===== config.mk =====
export PLATFORM = sky130hd
export DESIGN_NAME = vif_rr_arbiter
export DESIGN_NICKNAME = d
export VERILOG_FILES = /design/src/rtl/vif_rr_arbiter.sv
export SDC_FILE = /design/constraint.sdc
export NUM_CORES = 1
export LEC_CHECK = 0
export CAP_MARGIN = 25
export CELL_PAD_IN_SITES_DETAIL_PLACEMENT = 1
export CELL_PAD_IN_SITES_GLOBAL_PLACEMENT = 2
export CORE_MARGIN = 5
export CORE_UTILIZATION = 25
export DETAILED_ROUTE_END_ITERATION = 6
export GPL_TIMING_DRIVEN = 0
export PLACE_DENSITY_LB_ADDON = 0.1
export SLEW_MARGIN = 20
export SYNTH_ARGS = -nofsm -noshare
export SYNTH_HDL_FRONTEND = slang
export SYNTH_SLANG_ARGS = --single-unit

===== constraint.sdc =====
create_clock -name clk -period 3.3 [get_ports clk]
set_clock_uncertainty 0.15 [all_clocks]
set_input_delay 0.495 -clock clk [delete_from_list [all_inputs] [get_ports clk]]
set_output_delay 0.495 -clock clk [all_outputs]
set_load 0.05 [all_outputs]

===== src/rtl/vif_rr_arbiter.sv =====
// vif_rr_arbiter: round-robin arbiter with burst limit feeding one registered valid/ready/data stage
module vif_rr_arbiter #(
    parameter int NUM_REQ   = 4,
    parameter int DATA_W    = 8,
    parameter int MAX_BURST = 4,
    parameter int ID_W      = $clog2(NUM_REQ)
) (
    input  logic                      clk,
    input  logic                      reset_n,
    input  logic [NUM_REQ-1:0]        req_valid,
    input  logic [NUM_REQ*DATA_W-1:0] req_data,
    output logic [NUM_REQ-1:0]        req_ready,
    output logic                      out_valid,
    output logic [DATA_W-1:0]         out_data,
    output logic [ID_W-1:0]           out_grant_id,
    input  logic                      out_ready
);
    localparam int CNT_W = $clog2(MAX_BURST + 1);

    logic [ID_W-1:0]   last_id;
    logic [CNT_W-1:0]  burst_cnt;
    logic [ID_W-1:0]   win;
    logic [ID_W-1:0]   idx;
    logic              found;
    logic              sticky;
    logic              can_accept;
    logic              under_limit;
    logic [DATA_W-1:0] win_data;

    assign can_accept  = reset_n && (!out_valid || out_ready);
    assign under_limit = burst_cnt < CNT_W'(MAX_BURST);
    // burst_cnt of zero means nobody owns the channel yet, so no sticky hold
    assign sticky      = req_valid[last_id] && burst_cnt != '0 && under_limit;
    assign win_data    = req_data[int'(win)*DATA_W +: DATA_W];

    // pick the winner: sticky owner first, else first valid after last_id, wrapping to last_id
    always_comb begin
        win   = last_id;
        idx   = '0;
        found = 1'b0;
        for (int k = 1; k <= NUM_REQ; k++) begin
            idx = ID_W'((int'(last_id) + k) % NUM_REQ);
            if (!found && req_valid[idx]) begin
                win   = idx;
                found = 1'b1;
            end
        end
        if (sticky) win = last_id;
        req_ready = '0;
        if (can_accept && found) req_ready[win] = 1'b1;
    end

    // output register and arbitration state; everything holds under backpressure
    always_ff @(posedge clk or negedge reset_n) begin
        if (!reset_n) begin
            out_valid    <= 1'b0;
            out_data     <= '0;
            out_grant_id <= '0;
            last_id      <= ID_W'(NUM_REQ - 1);
            burst_cnt    <= '0;
        end else if (can_accept) begin
            if (found) begin
                out_valid    <= 1'b1;
                out_data     <= win_data;
                out_grant_id <= win;
                last_id      <= win;
                burst_cnt    <= (win == last_id && under_limit) ? burst_cnt + CNT_W'(1) : CNT_W'(1);
            end else begin
                out_valid <= 1'b0;
            end
        end
    end
endmodule


==> out/results.txt <==
status - completed
Synth Area per Inst - 9.666 um2
GRT Util Overall - 0.1174
CP max stage delay - 510 ps
clock root cell - clkbuf_8
area grow syn2layout - 54.42%
pin count of the biggest net entering global routing - 20
CTS max path bufs - 2
Hold Crit Class - in -> async
min Tclk post-route - 3140 ps
Num CTS Buffers - 3
Vias - 1,322
Slew Viols, Final - 0
Seq cells post-synth - 16
Worst Path Required - 2650 ps
Synth area leader - dfrtp_1
Post-DP HPWL - 3298 um
sequential power share - 0.181
Post-synth top cells - 20 x nor2_1, 18 x mux2i_1, 14 x dfrtp_1, 11 x nand2_1
CP bufs+invs - 3
Post-Place Worst Slack - -889.3 ps
CP endpoint kind - output pin
area of the multi-input gates - 929.6 um2
Crit path arrival time - 2500 ps
Util after Layout - 0.3921
fill count - 610
Clock Power Share - 0.076
Buffers on Ports - 52
crit-path cells - buf_2 -> and3b_1 -> o41ai_4 -> inv_2 -> a211o_1 -> a21oi_4 -> and2_1 -> buf_6
unrepaired setup endpoints after global routing - no
routability cong. - 0.7107
nets@finish - 246
DR vias/cell - 4.807
clk_lat worst skew - 240 ps
Comb pwr share - 0.743
layout cells sized above 1 - 0.2562
Synth async-reset ratio - 1.000
Die ar. - 7072 um2
first-pass GRT wire length - 6989 um
post-synth cell types - 50
worst setup margin - 159.7 ps
clock sink count - 16
CP startpoint kind - flop
H-tree Lvls - 1
Peak VDD IR - 0.0002874 V
slowest stage cell, crit path - dfstp_2
crit path from - last_id[0]$_DFFE_PN1P_
CTS tree - built
Pwr Density - 895.3 nW/um2
Switching Share - 0.4890
Pre-antenna DRT Iters - 3
Crit path max-delay family - compound AO/OA/AOI/OAI gates
clock-pin slew on the worst setup and hold paths - 60 ps
wire per inst - 15.33 um
initial antenna violation count - 0
post-route ant nets - 0
Final period util - 0.9516
register-to-register path setup slack - 840 ps
WL final - 4216 um
area post-placement - 1983 um2
worst slew pin tran - 856.0 ps
# setup viols final - 0
syn nets - 183
row count - 27
Post-synth EDFFs - 0
Gate Count Post-Synth - 142
Highest Clock Rate - 318.4 MHz
Register Area - 402.9 um2
most frequent cell after synthesis - nor2_1
internal power - 969.7 uW
drt drc - 0
core area - 5405 um2
Die X - 84.10 um
FF-to-FF End - out_data[4]$_DFFE_PN0P_
Area contributors post-synth - dfrtp_1 26%, mux2i_1 13%, nor2_1 5.5%
Die Ht - 84.10 um
crit path kind - reg -> out
Final Hold Viols - 0
Static Leak - 0.9033 nW
hold_buf cts - 0
Overflow after GRT - 0
initial core utilization - 0.2539
n_diodes - 0
I/O pin cnt - 54
worst flop-to-flop path startpoint - last_id[0]$_DFFE_PN1P_
post-synth top area share - 0.2552
max_cap viols - 0
vias in the first global route - 1,457
number of warning messages in the yosys log - 0
post-route cell area - 2120 um2
sequential share of the synthesized area - 0.2935
Slew headroom - 0.4233
Net Switching - 928.0 uW
Crit Path Max Fanout - 8
Post-Syn Area - 1373 um2
Top FF cell, synth - dfrtp_1
DR iter-0 viols - 17
Worst R2R Path Depth - 8
==> registers in the layout, summed over array words and instances (netlist names) <==
signal	count
burst_cnt	3
last_id	2
out_data	8
out_grant_id	2
out_valid	1
==> cells in the final DEF (no fill, tap or decap), drive strengths merged, types with 3 or more instances in the layout <==
cell and instances:
a21oi 7, a221oi 4, a22o 4, buf 17
clkbuf 7, clkdlybuf4s50 44, dfrtp 14, inv 5
mux2i 18, nand2 11, nand2b 3, nand3 3
nor2 20, nor2b 3, o21ai 3, o221ai 5
==> worst max-delay path by stage <==
stage	to	slack [ps]	cells past startpoint
4_1_cts	req_ready[1]	7	9
3_5_place_dp	req_ready[1]	-890	5
3_3_place_gp	req_ready[1]	-870	5
5_1_grt	req_ready[1]	20	8
6_report	req_ready[1]	160	8
2_1_floorplan	req_ready[0]	200	7
==> final cells by class <==
cell class / instances / share of cell area
Buffer: 10 / 0.03542
Clock buffer: 3 / 0.01948
Inverter: 5 / 0.008855
Multi-Input combinational cell: 111 / 0.4386
Sequential cell: 16 / 0.1901
Tap cell: 72 / 0.04250
Timing Repair Buffer: 58 / 0.2651
==> timing repair <==
| action | 4_1_cts | 5_1_grt |
|---|---|---|
| pin swaps | 4 | 7 |
| endpoints found under the hold margin | 0 | 0 |
| buffers inserted | 2 | 4 |
| resized for setup | 31 | 19 |
| endpoints found under the setup margin | 4 | 4 |
==> kinds of logic (layout without fill, tap and decap cells) <==
kind of cell / count (synthesis) / after routing / share of synthesized area
flops: 16 / 16 / 0.2935
fa+ha+maj: 2 / 2 / 0.01823
buf+inv: 15 / 76 / 0.05651
compound gates: 39 / 39 / 0.2999
mux: 19 / 19 / 0.1477
simple gates: 51 / 51 / 0.1841
==> power by group through the flow <==
stage               combinational (mW)  clock, mW  sequential [mW]
floorplan                        0.773          0            0.548
detailed placement                1.33          0            0.346
global placement                  1.32          0            0.343
CTS                               1.36      0.148            0.346
global route                      1.51      0.156            0.354
finish                            1.41      0.144            0.343
==> layer usage <==
metal  part of all wire  vias to the layer above  track usage
met5                  0                        -            0
met1               0.43                      636       0.1403
li1                   -                      648            -
met4             0.0033                        0      0.02193
met3              0.059                        2      0.03159
met2               0.51                       36       0.2102
==> stage by stage <==
| stage | power (mW) | setup TNS, ps | hold WS, ps | cells |
|---|---|---|---|---|
| floorplan | 1.321 | 0 | 49.41 | 142 |
| global placement | 1.660 | -3728 | 325.8 | 266 |
| detailed placement | 1.676 | -4005 | 334.7 | 266 |
| CTS | 1.849 | 0 | 304.9 | 271 |
| global route | 2.022 | 0 | 89.05 | 275 |
| finish | 1.898 | 0 | 42.52 | 275 |
(Power assumes the default switching activity.)
